===== src/rtl/video_pkg.sv =====
// Shared definitions for the player-object compositor: register map, CTRL and
// collision bit positions, colour width and the per-player FSM state type.
package video_pkg;

   localparam logic [2:0] REG_GRP0  = 3'd0;
   localparam logic [2:0] REG_GRP1  = 3'd1;
   localparam logic [2:0] REG_POS0  = 3'd2;
   localparam logic [2:0] REG_POS1  = 3'd3;
   localparam logic [2:0] REG_COLP0 = 3'd4;
   localparam logic [2:0] REG_COLP1 = 3'd5;
   localparam logic [2:0] REG_CTRL  = 3'd6;
   localparam logic [2:0] REG_CXCLR = 3'd7;

   localparam int CTRL_REFP0 = 0;
   localparam int CTRL_REFP1 = 1;
   localparam int CTRL_PFPRI = 2;

   localparam int CX_P0P1 = 0;
   localparam int CX_P0PF = 1;
   localparam int CX_P1PF = 2;

   localparam int COLOR_W = 7;
   typedef logic [COLOR_W-1:0] color_t;

   typedef enum logic {P_IDLE, P_DRAW} player_state_e;

endpackage


===== src/rtl/player_object.sv =====
// One 8-bit player sprite: waits for its start column, then shifts GRP out
// MSB-first, each bit stretched over 2**PLAYER_SHIFT pixels.
module player_object
   import video_pkg::*;
#(
   parameter int PLAYER_SHIFT = 2
) (
   input  logic       clk,
   input  logic       reset,
   input  logic [7:0] grp,
   input  logic [7:0] pos,
   input  logic       reflect,
   input  logic [9:0] hpos,
   input  logic       in_image,
   output logic       pixel
);

   player_state_e           state_q;
   logic [7:0]              sr_q;
   logic [2:0]              bit_q;
   logic [PLAYER_SHIFT-1:0] sub_q;

   logic [7:0]              load;
   logic                    trigger;
   logic [7:0]              sr_src;
   logic [2:0]              bit_src;
   logic [PLAYER_SHIFT-1:0] sub_src;
   logic                    sub_wrap;
   logic                    last_pix;

   // The entry pixel is shown straight from the freshly loaded pattern with
   // cleared counters, so the registers always hold the state of the next pixel.
   always_comb begin
      for (int i = 0; i < 8; i++) begin
         load[i] = reflect ? grp[7-i] : grp[i];
      end
      trigger  = (state_q == P_IDLE) && in_image && (hpos == {pos, 2'b00});
      sr_src   = trigger ? load : sr_q;
      bit_src  = trigger ? 3'd0 : bit_q;
      sub_src  = trigger ? '0 : sub_q;
      sub_wrap = &sub_src;
      last_pix = sub_wrap && (&bit_src);
      pixel    = in_image && (trigger || (state_q == P_DRAW)) && sr_src[7];
   end

   always_ff @(posedge clk) begin
      if (reset) begin
         state_q <= P_IDLE;
         sr_q    <= 8'd0;
         bit_q   <= 3'd0;
         sub_q   <= '0;
      end else begin
         if ((state_q == P_DRAW) && !in_image) begin
            state_q <= P_IDLE;
         end else if (trigger || (state_q == P_DRAW)) begin
            state_q <= last_pix ? P_IDLE : P_DRAW;
            sub_q   <= sub_src + 1'b1;
            if (sub_wrap) begin
               sr_q  <= {sr_src[6:0], 1'b0};
               bit_q <= bit_src + 3'd1;
            end else begin
               sr_q  <= sr_src;
               bit_q <= bit_src;
            end
         end
      end
   end

endmodule


===== src/rtl/player_objects.sv =====
// Register file, two player sprites, priority compositor and sticky collision
// latches feeding the 7-bit colour index to the hdmi encoder.
module player_objects
   import video_pkg::*;
#(
   parameter int PLAYER_SHIFT = 2
) (
   input  logic               clk,
   input  logic               reset,
   input  logic               write_enable,
   input  logic [2:0]         address,
   input  logic [7:0]         data_in,
   input  logic [9:0]         hpos,
   input  logic               in_image,
   input  logic               playfield_on,
   input  logic [COLOR_W-1:0] color_fg,
   input  logic [COLOR_W-1:0] color_bg,
   output logic [COLOR_W-1:0] color,
   output logic [2:0]         collision
);

   logic [7:0] grp0_q, grp1_q, pos0_q, pos1_q;
   color_t     colp0_q, colp1_q;
   logic [2:0] ctrl_q;
   color_t     color_q, color_d;
   logic [2:0] collision_q, collision_d;
   logic       p0, p1;
   logic       cxclr;

   always_ff @(posedge clk) begin
      if (reset) begin
         grp0_q  <= 8'd0;
         grp1_q  <= 8'd0;
         pos0_q  <= 8'd0;
         pos1_q  <= 8'd0;
         colp0_q <= '0;
         colp1_q <= '0;
         ctrl_q  <= 3'd0;
      end else if (write_enable) begin
         case (address)
            REG_GRP0:  grp0_q  <= data_in;
            REG_GRP1:  grp1_q  <= data_in;
            REG_POS0:  pos0_q  <= data_in;
            REG_POS1:  pos1_q  <= data_in;
            REG_COLP0: colp0_q <= data_in[7:1];
            REG_COLP1: colp1_q <= data_in[7:1];
            REG_CTRL:  ctrl_q  <= data_in[2:0];
            default:   ;
         endcase
      end
   end

   player_object #(.PLAYER_SHIFT(PLAYER_SHIFT)) u_p0 (
      .clk(clk), .reset(reset), .grp(grp0_q), .pos(pos0_q),
      .reflect(ctrl_q[CTRL_REFP0]), .hpos(hpos), .in_image(in_image), .pixel(p0)
   );

   player_object #(.PLAYER_SHIFT(PLAYER_SHIFT)) u_p1 (
      .clk(clk), .reset(reset), .grp(grp1_q), .pos(pos1_q),
      .reflect(ctrl_q[CTRL_REFP1]), .hpos(hpos), .in_image(in_image), .pixel(p1)
   );

   // Player pixels are already gated by in_image, so collisions only arise
   // inside the picture; a CXCLR write discards the same cycle's new hits.
   always_comb begin
      cxclr   = write_enable && (address == REG_CXCLR);
      color_d = '0;
      if (in_image) begin
         if (ctrl_q[CTRL_PFPRI]) begin
            color_d = playfield_on ? color_fg : p0 ? colp0_q : p1 ? colp1_q : color_bg;
         end else begin
            color_d = p0 ? colp0_q : p1 ? colp1_q : playfield_on ? color_fg : color_bg;
         end
      end
      collision_d          = collision_q;
      collision_d[CX_P0P1] = collision_q[CX_P0P1] | (p0 & p1);
      collision_d[CX_P0PF] = collision_q[CX_P0PF] | (p0 & playfield_on);
      collision_d[CX_P1PF] = collision_q[CX_P1PF] | (p1 & playfield_on);
      if (cxclr) begin
         collision_d = 3'd0;
      end
   end

   always_ff @(posedge clk) begin
      if (reset) begin
         color_q     <= '0;
         collision_q <= 3'd0;
      end else begin
         color_q     <= color_d;
         collision_q <= collision_d;
      end
   end

   assign color     = color_q;
   assign collision = collision_q;

endmodule


===== config.mk =====
export PLATFORM = sky130hd
export DESIGN_NAME = player_objects
export DESIGN_NICKNAME = d
export VERILOG_FILES = /design/src/rtl/video_pkg.sv /design/src/rtl/player_object.sv /design/src/rtl/player_objects.sv
export SDC_FILE = /design/constraint.sdc
export NUM_CORES = 1
export LEC_CHECK = 0
export CAP_MARGIN = 20
export CORE_MARGIN = 5
export CORE_UTILIZATION = 35
export CTS_CLUSTER_DIAMETER = 80
export DETAILED_ROUTE_END_ITERATION = 7
export GPL_TIMING_DRIVEN = 0
export SYNTH_ARGS = -nofsm -noshare
export SYNTH_HDL_FRONTEND = slang
export SYNTH_HIERARCHICAL = 1
export SYNTH_SLANG_ARGS = --single-unit

===== constraint.sdc =====
create_clock -name clk -period 7.6 [get_ports clk]
set_clock_uncertainty 0.05 [all_clocks]
set_input_delay 1.52 -clock clk [delete_from_list [all_inputs] [get_ports clk]]
set_output_delay 1.52 -clock clk [all_outputs]
set_load 0.02 [all_outputs]

Word level (Yosys, flattened, before mapping)
Cells that the tools add are included.
{"block": "op_classes", "add_sub_neg": 4, "n_bitwise": 11, "n_eq_ne": 9, "reduce_logical": 34, "n_mux": 35}
{"op": "2-to-1 mux 7 bit", "count": 7}
{"op": "2-to-1 mux 8 bit", "count": 4}
{"op": "AND reduction 2 bit", "count": 11}
{"op": "equality test 10 bit", "count": 2}
{"op": "2-to-1 mux 1 bit", "count": 18}
{"op": "logical AND 1 bit", "count": 13}
{"op": "equality test 3 bit (second input constant)", "count": 4}
{"op": "2-to-1 mux 3 bit", "count": 4}
{"op": "OR reduction 2 bit", "count": 4}
{"op": "adder 3 x 1 -> 3 bit (second input constant)", "count": 2}
{"op": "equality test 3 x 2 -> 1 bit (second input constant)", "count": 2}
{"op": "AND reduction 3 bit", "count": 2}
{"op": "inverter 1 bit", "count": 5}
{"op": "adder 2 x 1 -> 2 bit (second input constant)", "count": 2}
{"op": "2-to-1 mux 2 bit", "count": 2}
{"op": "bitwise AND 1 bit", "count": 3}
{"op": "equality test 3 x 1 -> 1 bit (second input constant)", "count": 1}
{"op": "logical NOT 3 bit", "count": 1}
{"op": "OR 1 bit", "count": 3}
{"op": "logical OR 1 bit", "count": 2}
{"op": "logical NOT 1 bit", "count": 1}
{"block": "word_totals", "regBits": 87, "output_inout_bits": 10, "inputBits": 40, "elab_cells": 110}

Longest topological paths before layout
Gate-level depths: netlist of run 1.
{"block": "depth", "depth_word": 10, "ltp_mapped": 11, "depth_no_buf": 9}

By module
The synthesis of run 1 kept the hierarchy.
{"module": "player_objects", "cells_per_inst": 249, "seq_area_each_um2": 1181.1, "instances": 1, "area_per_inst_um2": 2358.5}
{"module": "player_object", "cells_per_inst": 104, "seq_area_each_um2": 280.3, "instances": 2, "area_per_inst_um2": 954.7}

Worst setup path before layout of run 1
OpenSTA, ideal clock, no wires.
{"block": "synth_path", "path_kind": "in2reg", "start": "input port hpos[4]", "end": "register u_p1.sr_q[2]", "required_ns": 7.417, "setup_ns": 0.133, "setup_slack_ns": 4.009, "t_arrival_ns": 3.408, "n_path_buf": 2, "cell_stages": 11, "path_cell_list": "xor2_1 -> nor4_2 -> nand3_2 -> buf_4 -> and2_1 -> ha_1 -> dlygate4sd1_1 -> nor2_1 -> a21oi_1 -> o221ai_1 -> a21oi_1"}
{"block": "synth_between", "elab_chain_cells": 5, "elab_cells_between_ends": 8, "cone_classes": "eq/ne (1); mux (3); reduce/logical (4)"}
{"item": "start: declaration", "line": "player_objects.sv:13", "source": "input logic [9:0] hpos,"}
{"item": "equality test 10 bit (*)", "line": "player_object.sv:37", "source": "trigger = (state_q == P_IDLE) && in_image && (hpos == {pos, 2'b00});"}
{"item": "logical AND 1 bit (*)", "line": "player_object.sv:37"}
{"item": "2-to-1 mux 2 bit", "line": "player_object.sv:40", "source": "sub_src = trigger ? '0 : sub_q;"}
{"item": "AND reduction 2 bit", "line": "player_object.sv:41", "source": "sub_wrap = &sub_src;"}
{"item": "2-to-1 mux 8 bit", "line": "player_object.sv:58", "source": "if (sub_wrap) begin"}
{"item": "end signal: assignment", "line": "player_object.sv:59", "source": "sr_q <= {sr_src[6:0], 1'b0};"}
{"item": "end signal: assignment", "line": "player_object.sv:62", "source": "sr_q <= sr_src;"}
{"item": "end: declaration", "line": "player_object.sv:19", "source": "logic [7:0] sr_q;"}
Every way passes the cells marked *; elsewhere a longest branch is shown, timed or not.
A chain may end at the register's enable or synchronous reset.

Final worst setup path of run 1
{"block": "layout_path", "start": "input port in_image", "end": "register u_p0.sr_q[2]"}
{"block": "layout_between", "elab_chain_cells": 5, "elab_cells_between_ends": 11, "cone_classes": "mux (3); bitwise (1); reduce/logical (7)"}
{"item": "start: declaration", "line": "player_objects.sv:14", "source": "input logic in_image,"}
{"item": "logical AND 1 bit (2 in series)", "line": "player_object.sv:37"}
{"item": "2-to-1 mux 2 bit", "line": "player_object.sv:40"}
{"item": "AND reduction 2 bit", "line": "player_object.sv:41"}
{"item": "2-to-1 mux 8 bit", "line": "player_object.sv:58"}
{"item": "end signal: assignment", "line": "player_object.sv:59"}
{"item": "end signal: assignment", "line": "player_object.sv:62"}
{"item": "end: declaration", "line": "player_object.sv:19"}
Several ways; a longest one is shown, not always the timed one.

==> metrics.txt, run 1 <==
outcome finished clean; r2r setup slk slightly below 5 ns; Post-synth ARST share 0%; antenna violations before repair 0; Slew Limit Headroom just under 50%; syn nets 503; drt via density approximately 5.3; Vias about 3500; Period minus WS final 4.50 ns; Port Buffers 45; Worst Tran Pin Value between 0.7 and 0.8 ns; die span in y between 100 and 150 um; DRT Wirelength 10.8 mm; CP max stage cell clkdlybuf4s50_1; DRC viols 0; Primary FF master, synth dfxtp_1; Area Overhead vs Synth 21.1%; Max-Cap Viols 0; clock buffer count from CTS 9; critical path arrival 4.64 ns; Hold Path Class flop to flop; Max IR drop VDD ~0.00012 V; RSZ-0062 raised after global routing no; sw power 0.000226 W; Detail Placement HPWL about 7.9 mm; largest area contributor in the netlist dfxtp_1; core area 0.0120 mm^2; Worst Hold End pos1_q[5]; CP Capture Type flop; reg2reg start pos0_q[2]; die area 0.0145 mm^2; Pint between 0.0007 and 0.0008 W; Hold Startpoint pos1_q[5]; Antenna Cells 0; critical path required time approximately 7.8 ns; H-tree depth 3; vias in the first global route 3428; static leakage between 1.5 and 2 nW; Ys Warns 6; nets 559; Post-Syn Instances 457; Final Hold Slack 0.416 ns; Pre-Repair DR Iteration Count 4; Starting Density around 36%; setup bufs post-CTS 0; Post-Syn Area per Cell 9.34 um^2; Max Slew Vio Count 0; Cell Chain, Critical Path clkdlybuf4s50_1 -> nand2b_1 -> nor4_2 -> nand3_2 -> buf_4 -> and2_1 -> ha_1 -> dlygate4sd1_1 -> nand2_1 -> o21ai_0 -> o221ai_1 -> a21oi_1; Tot GR Track Use 15.4%; clock transition at the registers of the reported paths 0.06 ns; Hold Vio Cnt, Final 0; Power Density 184 mW/mm^2; commonest cells in the netlist dfxtp_1, mux2i_1, nor2_1; Crit path largest cell delay 0.96 ns; worst reg2reg endpoint u_p0/sr_q[2]; post-synthesis sequential area ratio 40.8%; worst reg2reg path depth 11; Synth area leaders dfxtp_1, mux2i_1, nor2_1; crit path kind input port to flop; Peak Freq 222 MHz; Routed Antenna Nets 0; number of library cell types mapped by synthesis 42; Initial DRC Count 211; num ports 50; Seq cells post-synth 87; clock buffer depth 2; total gr overflow 0; largest net degree at the start of global routing 18; Synth top area share 40.8%; CTS root buf clkbuf_16; clock network power share 42.0%; count leader, synth dfxtp_1; Worst Path Max Fanout 17; CTS resizes 0; Hold Crit Depth 2; global-route wire length before repair 17.7 mm; Post-synth EDFFs 0; DIE WIDTH 120 um; routed len/inst approximately 16 um; ratio of final minimum period to clock period about three fifths; final core utilization about 43%; Setup crit start kind input port; layout cells sized above 1 9.65%; # setup viols final 0; Syn Std Cell Area ~0.0043 mm^2; GP Congestion 0.792; # clock sinks 87; # hold bufs at CTS 0; clk_lat worst skew 0.34 ns; Seq pwr share about half; row cnt 40; TritonCTS clock tree done; Net Sw Frac 23.8%; TNS Setup 0 ns; Comb pwr share about 8.7%
[area by class of cell]
| cell class | instances | area (um^2) |
|---|---|---|
| Sequential cell | 87 | 1740 |
| Inverter | 15 | 56.3 |
| Multi-Input combinational cell | 323 | 2260 |
| Timing Repair Buffer | 45 | 450 |
| Clock buffer | 10 | 229 |
| Buffer | 32 | 210 |
| Clock inverter | 6 | 37.5 |
| Fill cell | 1183 | 6790 |
| Tap cell | 147 | 184 |
[power groups by stage]
stage | Clock [W] | Combinational, W | Sequential (W)
CTS | 0.000408 | 0.0000838 | 0.000467
finish | 0.000399 | 0.0000827 | 0.000467
global placement | 0 | 0.0000820 | 0.000477
global route | 0.000433 | 0.0000898 | 0.000468
floorplan | 0 | 0.0000401 | 0.000479
detailed placement | 0 | 0.0000835 | 0.000477
[flip-flops by register name (all words and copies together), names as in the netlist, 7 cells and up]
name / cells
grp1_q: 8
pos1_q: 8
color: 7
pos0_q: 8
grp0_q: 8
colp0_q: 7
u_p1/sr_q: 8
u_p0/sr_q: 8
colp1_q: 7
[through the flow]
step           cell area [um^2]  std cells  setup slack [ns]  total power, W
3_3_place_gp               4900        649              2.80        0.000559
2_1_floorplan              4270        457              4.01        0.000519
4_1_cts                    5170        665              3.11        0.000959
5_1_grt                    5170        665              2.87        0.000991
3_5_place_dp               4900        649              2.76        0.000561
6_report                   5170        665              3.10        0.000949
[cell families after synthesis]
| logic type | Yosys count | synth area share [%] |
|---|---|---|
| AND/OR/NAND/NOR | 156 | 19.3 |
| AO/OA/AOI/OAI | 84 | 14.2 |
| multiplexers | 59 | 14.0 |
| flip-flops | 87 | 40.8 |
| XOR/XNOR | 18 | 3.69 |
| buffers and inverters | 47 | 6.24 |
| adder cells (fa/ha/maj) | 6 | 1.76 |
[critical path: cells and delay by family]
family	cells	cell delay, ns
compound gates	3	0.32
fa+ha+maj	1	0.23
buf+inv	3	1.55
simple gates	5	1.01
[placed cells by master, fill, tap and decap left out, types with 7 or more instances in the layout]
cell             count
mux2i_1             55
a2bb2oi_1            8
clkdlybuf4s50_1     45
inv_1               15
clkbuf_16            9
a21oi_1             29
nand3_1             12
buf_4                9
a22o_1               7
xor2_1              18
nor2_1              50
and2_1              10
nand4_1             12
nand2_1             40
clkbuf_1             9
buf_2                7
dfxtp_1             87
o221ai_1            10
[per-layer routing]
metal  routed length [um]  track usage, %  share of wire, %
met5                    0               0                 0
met2                 5270            25.0                49
met3                  335            2.76               3.1
met1                 4970            20.3                46
met4                  181            6.23               1.7
[worst max-delay path by stage]
stage / slack [ns] / endpoint / startpoint / cells past startpoint
2_1_floorplan: 4.01 / u_p1/sr_q[2] / hpos[4] / 11
3_3_place_gp: 2.80 / u_p1/sr_q[2] / in_image / 12
3_5_place_dp: 2.76 / u_p1/sr_q[2] / in_image / 12
4_1_cts: 3.11 / u_p1/sr_q[2] / in_image / 12
5_1_grt: 2.87 / u_p0/sr_q[2] / in_image / 12
6_report: 3.10 / u_p0/sr_q[2] / in_image / 12
Power figures use the tool's default switching activity.
==> inputs of run 2 (changes only) <==
- clock period: 7.6 -> 4.4 ns (I/O delays scaled with it)
==> results of run 2 <==
The final DEF is identical to that of run 1. Status: finished clean.
Among the figures that moved: setup slack after placement 2.76 ns -> 0.195 ns; setup slack after layout 3.10 ns -> 0.544 ns; register-to-register setup slack 4.86 ns -> 1.66 ns; total power 0.000949 W -> 0.00164 W; worst IR drop on VDD 0.000119 V -> 0.000205 V
==> RTL change 1, RTL diff (config.mk and constraints of run 2) <==
`PLAYER_SHIFT` is set to 2 in 2 places; all go to 1. Comments in the files are not updated.
--- a/src/rtl/player_object.sv
+++ b/src/rtl/player_object.sv
@@ -3,7 +3,7 @@
 module player_object
    import video_pkg::*;
 #(
-   parameter int PLAYER_SHIFT = 2
+   parameter int PLAYER_SHIFT = 1
 ) (
    input  logic       clk,
    input  logic       reset,
--- a/src/rtl/player_objects.sv
+++ b/src/rtl/player_objects.sv
@@ -3,7 +3,7 @@
 module player_objects
    import video_pkg::*;
 #(
-   parameter int PLAYER_SHIFT = 2
+   parameter int PLAYER_SHIFT = 1
 ) (
    input  logic               clk,
    input  logic               reset,
Check against the original RTL: not equivalent (Yosys sat finds a counterexample within 10 cycles, from zero or initial values and one cycle with reset high).
==> RTL change 1 against run 2 <==
  * Worst setup slack lost 52 ps
  * Power rose by 0.85%
  * Sequential cell count decreased by 2
  * Area after synthesis decreased by 1.8%
  * First-iteration DRC count decreased by 23%
  * Sequential share of layout area down 0.40 points
  * Synthesized cell count shrank 2.2%
  * Count of clock-buffer cells in the layout unchanged
  * Non-clock buffer count shrank 4
  * Register-to-register slack worse by 260 ps
  * Wire length shrank 5.8%
  * Design area decreased by 1.1%
  * Sequential power down 2%
==> RTL change 1: results (changes against run 2) <==
metric,value,unit,change
Mapped Cells,447,,-2.2%
outcome,completed,,
largest net degree at the start of global routing,16,,-2
worst r2r src,pos0_q[3],,
Placed Cells,639,,-1.5%
Layout Cells excl Fill,655,,-1.5%
vias in the first global route,3346,,-2.4%
post-synthesis adder-cell area fraction,1.194,%,-0.56 points
hold_ws,417.1,ps,+0.6840 ps
Worst R2R End,color[4],,
"critical path fanouts, max",13,,-4
global-route wire length before repair,16890,um,-4.5%
xor and xnor area share after synthesis,3.703,%,+0.0087 points
Netlist cell types,45,,+7.1%
# nets final,547,,-2.1%
compound-gate portion of the synthesized area,16.87,%,+2.7 points
DP Wirelength,7595,um,-3.4%
Worst VDD drop,0.1816,mV,-11%
Final GP Congestion,0.8227,,+3.9%
post-synthesis mux area share,14.75,%,+0.80 points
# fillers,1141,,-3.6%
Post-synth top cells,"dfxtp_1, nor2_1, mux2i_1",,
drt total wl,10140,um,-5.8%
Vias,3440,,-1.7%
sequential element share of the synthesized area,40.61,%,-0.20 points
GR Util All Layers,14.65,%,-0.79 points
fraction of layout cells with a size suffix above 1,11.61,%,+2.0 points
1st-iter DRT viols,162,,-23%
Reg2Reg Depth,10,,-1
pre-CTS WS,138.1,ps,-56.88 ps
Worst Tran Pin Value,765.4,ps,+11.36 ps
hold worst-path end,grp0_q[3],,
"Arr. time, crit path",4100,ps,+100 ps
Post-DP Area,4825,sq um,-1.6%
"top cells by area, synth","dfxtp_1, mux2i_1, nor2_1",,
==> RTL change 1: per-layer routing <==
| layer | GRT usage [%] | vias to the layer above | part of all wire [%] |
|---|---|---|---|
| li1 | - | 1741 | - |
| met1 | 19.73 | 1645 | 48 |
| met2 | 23.35 | 47 | 48 |
| met3 | 3.039 | 7 | 2.7 |
| met4 | 4.939 | 0 | 1.1 |
| met5 | 0 | - | 0 |
==> RTL change 1: how the worst max path moves through the flow <==
stage / start / to / slack (ps)
finish: in_image / color[4] / 490
global route: in_image / color[5] / 220
CTS: in_image / color[5] / 500
detailed placement: in_image / color[5] / 140
global placement: in_image / color[3] / 150
floorplan: hpos[1] / color[3] / 1330
==> RTL change 1: cell families after synthesis <==
family                     Yosys count
buffers and inverters               39
xor gates and xnor gates            16
adders and majority gates            4
muxes                               61
DFF                                 85
AOI/OAI and AO/OA                   96
and+or+nand+nor                    146
==> RTL change 1: power breakdown <==
group | internal (mW) | switching (mW) | total, mW | leakage [nW]
Combinational | 0.0679 | 0.0792 | 0.147 | 1.02
Clock | 0.401 | 0.315 | 0.716 | 0.135
Sequential | 0.782 | 0.00744 | 0.789 | 0.687
Total | 1.25 | 0.402 | 1.65 | 1.85
==> RTL change 1: final cells by class <==
type                       count  area [sq um]  area share, %
multi-input combinational    323          2297          44.96
sequential                    85          1702          33.30
timing repair buffer          45         450.4          8.815
clock buffer                  10         239.0          4.677
tap                          147         183.9          3.599
buffer                        28         150.1          2.938
clock inverter                 6         46.29         0.9060
inverter                      11         41.29         0.8080
==> RTL change 1: critical path, cell delays in order <==
cell	delay (ps)
clkdlybuf4s50_1	760
or4b_4	560
nor2_4	180
and3_1	290
buf_2	270
o211a_1	190
buf_2	220
buf_2	260
nor2_1	60
a22o_1	210
a221oi_1	220
==> RTL change 2, RTL diff (config.mk and constraints of run 2) <==
Without the edit above. Make the reset (`reset`) asynchronous in 3 clocked blocks.
--- a/src/rtl/player_object.sv
+++ b/src/rtl/player_object.sv
@@ -43,7 +43,7 @@
       pixel    = in_image && (trigger || (state_q == P_DRAW)) && sr_src[7];
    end
 
-   always_ff @(posedge clk) begin
+   always_ff @(posedge clk or posedge reset) begin
       if (reset) begin
          state_q <= P_IDLE;
          sr_q    <= 8'd0;
--- a/src/rtl/player_objects.sv
+++ b/src/rtl/player_objects.sv
@@ -27,7 +27,7 @@
    logic       p0, p1;
    logic       cxclr;
 
-   always_ff @(posedge clk) begin
+   always_ff @(posedge clk or posedge reset) begin
       if (reset) begin
          grp0_q  <= 8'd0;
          grp1_q  <= 8'd0;
@@ -81,7 +81,7 @@
       end
    end
 
-   always_ff @(posedge clk) begin
+   always_ff @(posedge clk or posedge reset) begin
       if (reset) begin
          color_q     <= '0;
          collision_q <= 3'd0;
Behaviour: differs if reset is asserted again (counterexample within 4 cycles, from zero or initial values and one cycle with reset high); with reset held inactive, the same outputs for 4 cycles.
==> RTL change 2 against run 2 <==
  * Utilization increased by 0.49 points
  * Sequential cell count unchanged
  * Design area increased by 7.1%
  * Via count decreased by 13%
  * Worst setup slack improved by 140 ps
  * Wire length decreased by 5.1%
  * Register-to-register slack got worse by 220 ps
  * Count of clock-buffer cells in the layout increased by 2
  * Area after synthesis increased by 6.6%
Power is not compared: it rests on default switching activity, and its combinational part moved more than twofold at a synthesized area within 25%.
==> RTL change 2: results (changes against run 2) <==
metric,value,unit,change
asr flop ratio synth,100.0,%,+100 points
CP max-delay cell,clkdlybuf4s50_1,,
Worst VDD drop,0.1915,mV,
"critical path fanouts, max",10,,-7
1st-pass router iterations,4,,unchanged
Post-Syn Nets,415,,-17%
Slowest Stage Delay on Critical Path,610,ps,-350 ps
1st-iter DRT viols,193,,-8.5%
hold depth,1,,-1
Reg2Reg Depth,8,,-3
worst min-delay path class,reg -> reg,,
vias in the first global route,3086,,-10%
Final GP Congestion,0.8144,,+2.8%
H-tree levels,3,,unchanged
Post-synth top cells,"dfrtp_1, mux2_2, mux2i_1",,
GR Util All Layers,14.20,%,-1.2 points
outcome,completed,,
largest net degree at the start of global routing,43,,+25
fraction of layout cells with a size suffix above 1,22.92,%,+13 points
Worst Tran Pin Value,710.9,ps,-43.09 ps
"top cells by area, synth","dfrtp_1, mux2_2, mux2i_1",,
# nets final,474,,-15%
CTS clock-pin slew for the worst setup and hold paths,60,ps,about the same
Vias,3048,,-13%
Lkg Pwr,2.454,nW,
DP Wirelength,7679,um,-2.3%
total CTS buffers,9,,unchanged
Netlist cell types,39,,-7.1%
global-route wire length before repair,16550,um,-6.4%
diode count,0,,unchanged
Post-CTS Repair Setup Buffers,0,,unchanged
I/O Buffers,47,,+4.4%
CTS root buffer,clkbuf_16,,
Routed WL per cell,16.91,um,+4.5%
"Top FF cell, synth",dfrtp_1,,
sequential element share of the synthesized area,47.84,%,+7.0 points
RTL change 2: cell types whose count changed in the layout (fill, tap and decap cells not counted), sizes merged, moves of 9 or more:
cell / run 2 / this run
dfrtp: 0 / 87
dfxtp: 87 / 0
mux2: 4 / 61
nor2: 50 / 13
nand2: 41 / 17
a21oi: 29 / 11
xnor2: 0 / 18
xor2: 18 / 2
mux2i: 55 / 43
and2: 10 / 20
o221ai: 10 / 0
nand3: 14 / 5
RTL change 2: report_power, final:
group / internal (mW) / switching, mW
Clock: 0.438 / 0.307
Combinational: 0.231 / 0.195
Sequential: 0.916 / 0.0714
RTL change 2: worst reg2reg max path, delay by kind of cell (launching register included):
kind                   cells  cell delay, ps
buffers and inverters      2             540
AO/OA/AOI/OAI              3            1060
flip-flops                 1             380
AND/OR/NAND/NOR            3             840
RTL change 2: metal layers:
| metal | wire [um] | track usage [%] | vias up |
|---|---|---|---|
| met3 | 404 | 2.498 | 11 |
| met5 | 0 | 0 | - |
| met1 | 4780 | 19.88 | 1524 |
| li1 | - | - | 1466 |
| met2 | 4864 | 22.00 | 47 |
| met4 | 165 | 5.339 | 0 |
RTL change 2: per-stage QoR:
step                instance area, sq um  setup slack [ps]  instances  power [mW]
floorplan                           4551              1318        369       1.296
global placement                    5236             296.7        588       1.416
detailed placement                  5256             296.3        589       1.433
CTS                                 5538             646.4        604       2.182
global route                        5538             501.0        604       2.271
finish                              5538             679.4        604       2.158
RTL change 2: path summary, 6_finish.rpt:
path / start / to / slack, ps
min in group asynchronous: reset / pos0_q[1] / 900
worst min-delay path: u_p0/sub_q[1] / u_p0/sub_q[1] / 450
worst min register to register: u_p0/sub_q[1] / u_p0/sub_q[1] / 450
worst max register to register: u_p0/state_q / color[5] / 1440
worst max-delay path: in_image / color[5] / 680
max in group asynchronous: reset / color[3] / 2850
RTL change 2: kinds of logic after synthesis:
family,share of synthesized area (%)
adder cells (fa/ha/maj),1.650
multiplexers,24.72
AND/OR/NAND/NOR,12.54
AO/OA/AOI/OAI,6.819
buffers and inverters,2.585
XOR/XNOR,3.849
flip-flops,47.84
RTL change 2: layout make-up:
class | count | area [sq um]
Timing Repair Buffer | 48 | 490.5
Clock buffer | 12 | 236.5
Clock inverter | 3 | 45.04
Tap cell | 172 | 215.2
Fill cell | 1205 | 7133
Multi-Input combinational cell | 260 | 2256
Buffer | 15 | 91.34
Sequential cell | 87 | 2177
Inverter | 7 | 26.28
